==> config.mk <==
export PLATFORM = sky130hd
export DESIGN_NAME = ram_dual_port_arbiter
export DESIGN_NICKNAME = d
export VERILOG_FILES = /design/src/rtl/ram_dual_port_arbiter.sv
export SDC_FILE = /design/constraint.sdc
export NUM_CORES = 1
export LEC_CHECK = 0
export CAP_MARGIN = 20
export CORE_MARGIN = 2
export CORE_UTILIZATION = 40
export DETAILED_ROUTE_END_ITERATION = 10
export PLACE_DENSITY = 0.71
export SETUP_SLACK_MARGIN = 0.2
export SKIP_CTS_REPAIR_TIMING = 1
export SYNTH_ARGS = -nofsm -noshare
export SYNTH_HDL_FRONTEND = slang
export SYNTH_SLANG_ARGS = --single-unit
==> constraint.sdc <==
create_clock -name clk -period 17.04 [get_ports clk]
set_clock_uncertainty 0.1 [all_clocks]
set_input_delay 3.408 -clock clk [delete_from_list [all_inputs] [get_ports clk]]
set_output_delay 3.408 -clock clk [all_outputs]
set_load 0.01 [all_outputs]
==> src/rtl/ram_dual_port_arbiter.sv <==
// Round-robin arbiter sharing one dual-read / single-write RAM among four requesters,
// with a primary (read/write) slot, a secondary (read-only) slot and a full-RAM clear sequence.
module ram_dual_port_arbiter #(
  parameter int unsigned UUID       = 0,
  parameter string       NAME       = "",
  parameter int unsigned WORD_WIDTH = 16,
  parameter int unsigned ADDR_WIDTH = 33
) (
  input  logic                    clk,
  input  logic                    rst,
  input  logic [3:0]              req_valid,
  input  logic [3:0]              req_write,
  input  logic [4*ADDR_WIDTH-1:0] req_addr,
  input  logic [4*WORD_WIDTH-1:0] req_wdata,
  output logic [3:0]              req_ready,
  output logic [3:0]              rsp_valid,
  output logic [4*WORD_WIDTH-1:0] rsp_data,
  input  logic                    clear_req,
  output logic                    clear_busy,
  output logic                    ram_load0,
  output logic                    ram_load1,
  output logic                    ram_save,
  output logic                    ram_rst,
  output logic [ADDR_WIDTH-1:0]   ram_address0,
  output logic [ADDR_WIDTH-1:0]   ram_address1,
  output logic [WORD_WIDTH-1:0]   ram_in,
  input  logic [WORD_WIDTH-1:0]   ram_out0,
  input  logic [WORD_WIDTH-1:0]   ram_out1
);

  localparam int unsigned NREQ = 4;
  localparam int unsigned PW   = 2;

  if (WORD_WIDTH == 0 || ADDR_WIDTH == 0) begin : g_cfg_check
    $error("%s (uuid %0d): zero-width configuration", NAME, UUID);
  end

  typedef enum logic [1:0] {
    ST_IDLE  = 2'd0,
    ST_CLEAR = 2'd1,
    ST_DRAIN = 2'd2
  } state_t;

  state_t                state;
  state_t                state_nxt;
  logic [PW-1:0]         rr_ptr;

  logic [ADDR_WIDTH-1:0] addr_of  [NREQ];
  logic [WORD_WIDTH-1:0] wdata_of [NREQ];

  logic                  slot_open;
  logic [PW:0]           pri_hit;
  logic                  pri_found;
  logic [PW-1:0]         pri_idx;
  logic                  pri_wr;
  logic [NREQ-1:0]       sec_cand;
  logic [PW:0]           sec_hit;
  logic                  sec_found;
  logic [PW-1:0]         sec_idx;

  for (genvar g = 0; g < NREQ; g++) begin : g_unpack
    assign addr_of[g]  = req_addr[g*ADDR_WIDTH +: ADDR_WIDTH];
    assign wdata_of[g] = req_wdata[g*WORD_WIDTH +: WORD_WIDTH];
  end

  // Lowest set bit of v as {found, index}.
  function automatic logic [PW:0] first_set(input logic [NREQ-1:0] v);
    logic [PW:0] r;
    r = '0;
    for (int k = NREQ - 1; k >= 0; k--) begin
      if (v[k]) r = {1'b1, PW'(k)};
    end
    return r;
  endfunction

  // Rotate right so that bit sh lands at position 0.
  function automatic logic [NREQ-1:0] rotr(input logic [NREQ-1:0] v, input logic [PW-1:0] sh);
    logic [2*NREQ-1:0] d;
    d = {v, v} >> sh;
    return d[NREQ-1:0];
  endfunction

  // Slot selection: primary scans from rr_ptr, secondary scans onward from the primary winner.
  always_comb begin
    slot_open = rst && (state == ST_IDLE) && !clear_req;
    pri_hit   = first_set(rotr(req_valid, rr_ptr));
    pri_found = slot_open && pri_hit[PW];
    pri_idx   = PW'(rr_ptr + pri_hit[PW-1:0]);
    pri_wr    = pri_found && req_write[pri_idx];
    for (int j = 0; j < NREQ; j++) begin
      sec_cand[j] = req_valid[j] && !req_write[j] && (PW'(j) != pri_idx)
                    && !(pri_wr && (addr_of[j] == addr_of[pri_idx]));
    end
    sec_hit   = first_set(rotr(sec_cand, PW'(pri_idx + PW'(1))));
    sec_found = pri_found && sec_hit[PW];
    sec_idx   = PW'(pri_idx + PW'(1) + sec_hit[PW-1:0]);
  end

  // State register; clear_busy/ram_rst are registered decodes of the next state.
  always_ff @(posedge clk or negedge rst) begin
    if (!rst) begin
      state      <= ST_IDLE;
      clear_busy <= 1'b0;
      ram_rst    <= 1'b0;
    end else begin
      state      <= state_nxt;
      clear_busy <= (state_nxt != ST_IDLE);
      ram_rst    <= (state_nxt == ST_CLEAR);
    end
  end

  // Next-state: a clear request takes one CLEAR cycle plus one DRAIN cycle.
  always_comb begin
    state_nxt = state;
    case (state)
      ST_IDLE:  if (clear_req) state_nxt = ST_CLEAR;
      ST_CLEAR: state_nxt = ST_DRAIN;
      ST_DRAIN: state_nxt = ST_IDLE;
      default:  state_nxt = ST_IDLE;
    endcase
  end

  // Grant outputs; everything stays 0 for slots that were not granted.
  always_comb begin
    req_ready    = '0;
    ram_load0    = 1'b0;
    ram_load1    = 1'b0;
    ram_save     = 1'b0;
    ram_address0 = '0;
    ram_address1 = '0;
    ram_in       = '0;
    if (pri_found) begin
      req_ready[pri_idx] = 1'b1;
      ram_address0       = addr_of[pri_idx];
      if (pri_wr) begin
        ram_save = 1'b1;
        ram_in   = wdata_of[pri_idx];
      end else begin
        ram_load0 = 1'b1;
      end
    end
    if (sec_found) begin
      req_ready[sec_idx] = 1'b1;
      ram_load1          = 1'b1;
      ram_address1       = addr_of[sec_idx];
    end
  end

  // Pointer advance and one-cycle completion with captured read data.
  always_ff @(posedge clk or negedge rst) begin
    if (!rst) begin
      rr_ptr    <= '0;
      rsp_valid <= '0;
      rsp_data  <= '0;
    end else begin
      rsp_valid <= '0;
      if (pri_found) begin
        rr_ptr             <= PW'(pri_idx + PW'(1));
        rsp_valid[pri_idx] <= 1'b1;
        if (!pri_wr) rsp_data[pri_idx*WORD_WIDTH +: WORD_WIDTH] <= ram_out0;
      end
      if (sec_found) begin
        rsp_valid[sec_idx]                          <= 1'b1;
        rsp_data[sec_idx*WORD_WIDTH +: WORD_WIDTH]  <= ram_out1;
      end
    end
  end

endmodule

Yosys cells after proc, flatten, opt, wreduce, memory -nomap -nowiden --
Cells that the tools add are included.
Word-level totals: bits in registers 74
Cells by class: add/subtract/negate cells 5, $lt $le $gt $ge 6, equal/unequal tests 9, shift operators 6, multiplexer cells 41, bitwise operators 3, reduce and logical (&&, ||, !) cells 35
Operators with widths (count):
- two-way mux 33 bit | 6
- two-way mux 64 bit | 3
- binary-select mux 33 bit (select 2 bit) | 2
- equality test 33 bit | 4
- bitwise mux 64 bit | 2
- variable shift 16 x 34 -> 64 bit, first input constant | 2
- variable part select 16 x 34 -> 64 bit | 2
- negator 6 -> 34 bit | 2
- two-way mux 16 bit | 4
- binary-select mux 16 bit (select 2 bit) | 1
- two-way mux 3 bit | 8
- logical AND 1 bit | 23
- >> shifter 8 x 2 -> 4 bit | 2
- logical NOT 1 bit | 9
- two-way mux 1 bit | 8
- two-way mux 4 bit | 2
- >= comparator 3 bit, second input constant | 2
- < comparator 2 x 3 -> 1 bit, second input constant | 2
- inverter 2 -> 3 bit | 2
- adder 2 bit | 2
- demux 1 bit (select 2 bit) | 2
- equality test 2 x 1 -> 1 bit, second input constant | 2
- >= comparator 2 x 1 -> 1 bit, second input constant | 2
- != test 2 bit, first input constant | 2
- other kinds (8) | 9

Depth between registers and ports, before layout --
depth after elaboration 26, depth in mapped cells 32, gate-level depth less buffers 25

Worst setup path after synthesis --
No wires, ideal clock.
kind input -> output, from in req_valid[0], to out ram_address1[25], arrival time 8667 ps, setup slack 4865 ps, cell stages on the path 25, cells stage by stage nor2_1 a221o_1 nand2_1 o221ai_1 ha_1 buf_2 buf_6 buf_2 mux2i_1 o22ai_1 a221oi_1 nand4_1 o32a_1 nor4_1 o2111ai_1 o31a_1 nor2_1 or4_1 o2111ai_1 ha_1 clkbuf_1 clkbuf_1 mux2_2 a22oi_1 mux2i_1
Between the ends: word-level cells in the longest chain between the ends 25, elaborated cells between the ends (all ways) 52
Ends and longest elaborated chain:
- start, declared | line 11 | input logic [3:0] req_valid,
- >> shifter 8 x 2 -> 4 bit | line 79 | d = {v, v} >> sh;
- two-way mux 3 bit (4 in a row) | line 71 | if (v[k]) r = {1'b1, PW'(k)};
- adder 2 bit | line 88 | pri_idx = PW'(rr_ptr + pri_hit[PW-1:0]);
- inverter 2 -> 3 bit (implied by the code) | line 92 | && !(pri_wr && (addr_of[j] == addr_of[pri_idx]));
- binary-select mux 33 bit (select 2 bit) | line 92
- two-way mux 33 bit (implied by the code) (2 in a row) | line 92
- equality test 33 bit | line 92
- logical AND 1 bit | line 92
- logical NOT 1 bit | line 92
- logical AND 1 bit | line 92
- >> shifter 8 x 2 -> 4 bit | line 79
- two-way mux 3 bit (4 in a row) | line 71
- adder 2 bit | line 96 | sec_idx = PW'(pri_idx + PW'(1) + sec_hit[PW-1:0]);
- inverter 2 -> 3 bit (implied by the code) | line 145 | ram_address1 = addr_of[sec_idx];
- binary-select mux 33 bit (select 2 bit) | line 145
- two-way mux 33 bit (implied by the code) (2 in a row) | line 145
- two-way mux 33 bit * | line 142 | if (sec_found) begin
- end, declared | line 25 | output logic [ADDR_WIDTH-1:0] ram_address1,
Every way passes the cells marked *; elsewhere a longest branch is shown, timed or not. The select of a mux whose other input is x is not followed.

Worst setup path in the final report --
from in req_valid[0], to out ram_address1[6]
Same word-level chain as after synthesis.

==> metrics.csv <==
stage,metric,value,unit
synthesis,Post-synth top flop,dfrtp_1,
clock_tree,Clock Pin Slew Worst Setup and Hold Paths,60,ps
setup_path,Top delay family on crit path,buffers and inverters,
sta,RSZ-0062 raised after global routing,no,
drt,DR pass1 iterations,6,
floorplan,chip width,181,um
drt,routed via count,15106,
layout,layout cells sized above 1,0.126,
setup_path,crit path DAT,11400,ps
sta,final count of pins violating max slew,0,
setup_path,cell mode on critical path,nand2_1,
global_routing,initial antenna violation count,2,
layout,multi-input logic area,0.0100,mm2
synthesis,Synth top area share,0.148,
drt,top sig layer,met5,
synthesis,Mapped Area,0.0125,mm2
layout,Final Util,0.560,
synthesis,"top cells by area, synth","dfrtp_1 15%, mux4_2 13%, mux2i_1 7.5%",
layout,Total Nets Final,2175,
layout,area grow syn2layout,37.4,%
clock_tree,CTS buffer count,9,
floorplan,initial core utilization,0.408,
run_status,run status,"complete, no violations",
synthesis,Yosys cell types,76,
synthesis,Synth Net Count,1859,
setup_path,highest fanout seen on the critical path,133,
synthesis,commonest cells in the netlist,"240 x nand2_1, 111 x nor2_1, 102 x o21ai_0, 94 x mux2i_1, 90 x a21oi_1",
sta,Slew HR,0.316,
drt,Vias/cell,6.51,
setup_path,Worst Path Required,13530,ps
setup_path,critical path endpoint category,output pin,
pwr,VDD IR max,0.000428,V
clock_tree,clk_lat worst skew,340,ps
global_routing,GRT Resource Usage Total,0.368,
drt,M1 WL,22300,um
worst_hold_path,Hold Path End,ram_rst$_DFF_PN0_,
pwr,static leakage power,6.39,nW
drt,DRC viols,0,
floorplan,DIE HEIGHT,181,um
sta,fmax,67.1,MHz
sta,post-layout minimum cycle time,14910,ps
synthesis,synth warn,0,
floorplan,Cell Rows,64,
sta,Final Hold Violating Endpoints,0,
setup_path,reg2reg end,rsp_data[19]$_DFF_PN0_,
setup_path,CP Launch Type,input pin,
place,IO buf count,397,
setup_path,critical path class,in -> out,
clock_tree,H-tree levels,3,
worst_hold_path,Hold Path Cell Cnt,1,
sta,final period utilization,0.875,
setup_path,CP bufs+invs,4,
worst_hold_path,min-delay src,state[0]$_DFF_PN0_,
synthesis,asr flop ratio synth,1.00,
sta,Setup TNS,0,ps
drt,Routed wire per std cell,27.1,um
synthesis,sequential area share after synthesis,0.148,
sta,Worst Tran Pin Value,1000,ps
place,GPL Wtd Cong,1.04,
synthesis,Mapped Cells,1602,
synthesis,Seq cells post-synth,74,
synthesis,most frequent cell after synthesis,nand2_1,
setup_path,crit-path cells,clkdlybuf4s50_1 -> nor2_1 -> a221o_1 -> nand2_1 -> o221ai_1 -> ha_4 -> buf_12 -> mux2i_1 -> nand2_1 -> mux4_2 -> nand2_1 -> o2111ai_1 -> nor4_1 -> a21oi_1 -> nor3b_1 -> o21ai_0 -> o2111ai_1 -> ha_4 -> buf_4 -> mux2_2 -> a22oi_1 -> mux2i_1 -> clkdlybuf4s50_1,
layout,FF/Latch Area,0.00185,mm2
layout,"Design Area, Final",0.0172,mm2
drt,drt initial violations,1728,
clock_tree,CTS Sinks,74,
clock_tree,clk buf depth,2,
clock_tree,Clk Tree Root Cell,clkbuf_16,
setup_path,CP Launch Point,req_valid[0],
pwr,Pwr Density,260,mW/mm2
setup_path,cell depth of the worst flop-to-flop path,23,
global_routing,vias in the first global route,14493,
drt,met3 routed WL,6940,um
place,Detailed Place HPWL,48300,um
drt,WL final,62900,um
sta,WHS,394,ps
floorplan,placeable core area,0.0307,mm2
global_routing,first-pass GRT wire length,91300,um
drt,Post-DRT Antenna Nets,0,
floorplan,DIE AREA,0.0327,mm2
clock_tree,CTS tree,yes,
layout,Post-Layout Cell Count,2319,
synthesis,Post-Synthesis Mean Instance Area,7.80,um2
job,max-cap violation count,0,
place,DP Cell Count,2298,
setup_path,Crit path largest cell delay,910,ps
layout,total inserted antenna cells,0,
setup_path,Worst R2R Start,rr_ptr[0]$_DFFE_PN0P_,
setup_path,flop2flop setup slack,8590,ps
worst_hold_path,HP Class,reg -> reg,
layout,# fillers,2809,
synthesis,Synth area leader,dfrtp_1,
setup_path,"Slowest-stage cell, CP",ha_4,
floorplan,I/O pin total,398,
global_routing,global route overflow,0,
synthesis,"EDFF count, synth",0,
sta,final setup fails,0,
global_routing,largest net degree at the start of global routing,134,
drt,routed wl met2,29000,um
place,placed cell area,0.0167,mm2
## power by group
group | leakage (nW) | internal [mW] | switching, mW
Sequential | 1.01 | 0.222 | 0.0351
Clock | 0.164 | 0.134 | 0.0826
Combinational | 5.22 | 1.57 | 2.43
## layer usage
layer,track usage,vias to the layer above
met2,0.607,1088
met5,0,-
met1,0.427,7192
met4,0.225,2
li1,-,6568
met3,0.0961,256
## layout by cell type, fill, tap and decap left out, drive strengths merged, types with 8 or more instances in the layout
cell type | netlist | layout
and3 | 15 | 15
clkbuf | 72 | 10
nand4 | 16 | 16
or2 | 18 | 18
nor2 | 114 | 114
a211oi | 14 | 14
o2111ai | 15 | 15
dfrtp | 74 | 74
mux4 | 70 | 70
and2 | 26 | 26
or4 | 8 | 8
nor4 | 24 | 24
xnor2 | 65 | 65
ha | 18 | 18
inv | 37 | 39
o22ai | 19 | 19
o21ai | 105 | 105
a21boi | 8 | 8
mux2i | 96 | 96
a22oi | 72 | 72
nor2b | 9 | 9
clkdlybuf4s50 | 0 | 396
buf | 54 | 35
nand3 | 86 | 86
a21oi | 93 | 93
xor2 | 34 | 34
nand2b | 25 | 25
nand2 | 241 | 241
mux2 | 75 | 75
nor3 | 22 | 22
nor3b | 11 | 11
## final cells by class
| cell class | count | area share |
|---|---|---|
| Tap cell | 396 | 0.0289 |
| Clock buffer | 10 | 0.0139 |
| Clock inverter | 6 | 0.00554 |
| Inverter | 37 | 0.00809 |
| Sequential cell | 74 | 0.108 |
| Multi-Input combinational cell | 1365 | 0.584 |
| Timing Repair Buffer | 431 | 0.252 |
## per-stage QoR
step                      power [mW]  setup WS (ps)
after CTS                       4.38           2260
after global placement          4.09           2370
after floorplan                 2.91           4860
after detailed placement        4.15           2290
final                           4.47           2130
after global routing            4.71           1710
## flip-flops by register name, indices dropped and copies added, names as in the netlist
signal	cells
state	2
rsp_valid	4
ram_rst	1
rr_ptr	2
clear_busy	1
rsp_data	64
## cell families (layout without fill, tap and decap cells)
logic type	count (synthesis)	after routing	synth area share
xor gates and xnor gates	99	99	0.0709
adders and majority gates	18	18	0.0180
and+or+nand+nor	629	629	0.238
buffers and inverters	163	484	0.0577
DFF	74	74	0.148
AOI/OAI and AO/OA	378	378	0.195
muxes	241	241	0.271
## worst max path at each step
stage / depth (start not counted) / to
CTS: 23 / ram_address1[6]
floorplan: 25 / ram_address1[25]
finish: 23 / ram_address1[6]
global route: 23 / ram_address1[26]
global placement: 23 / ram_address1[9]
detailed placement: 23 / ram_address1[6]
No activity file was read; power rests on OpenSTA's default activity.
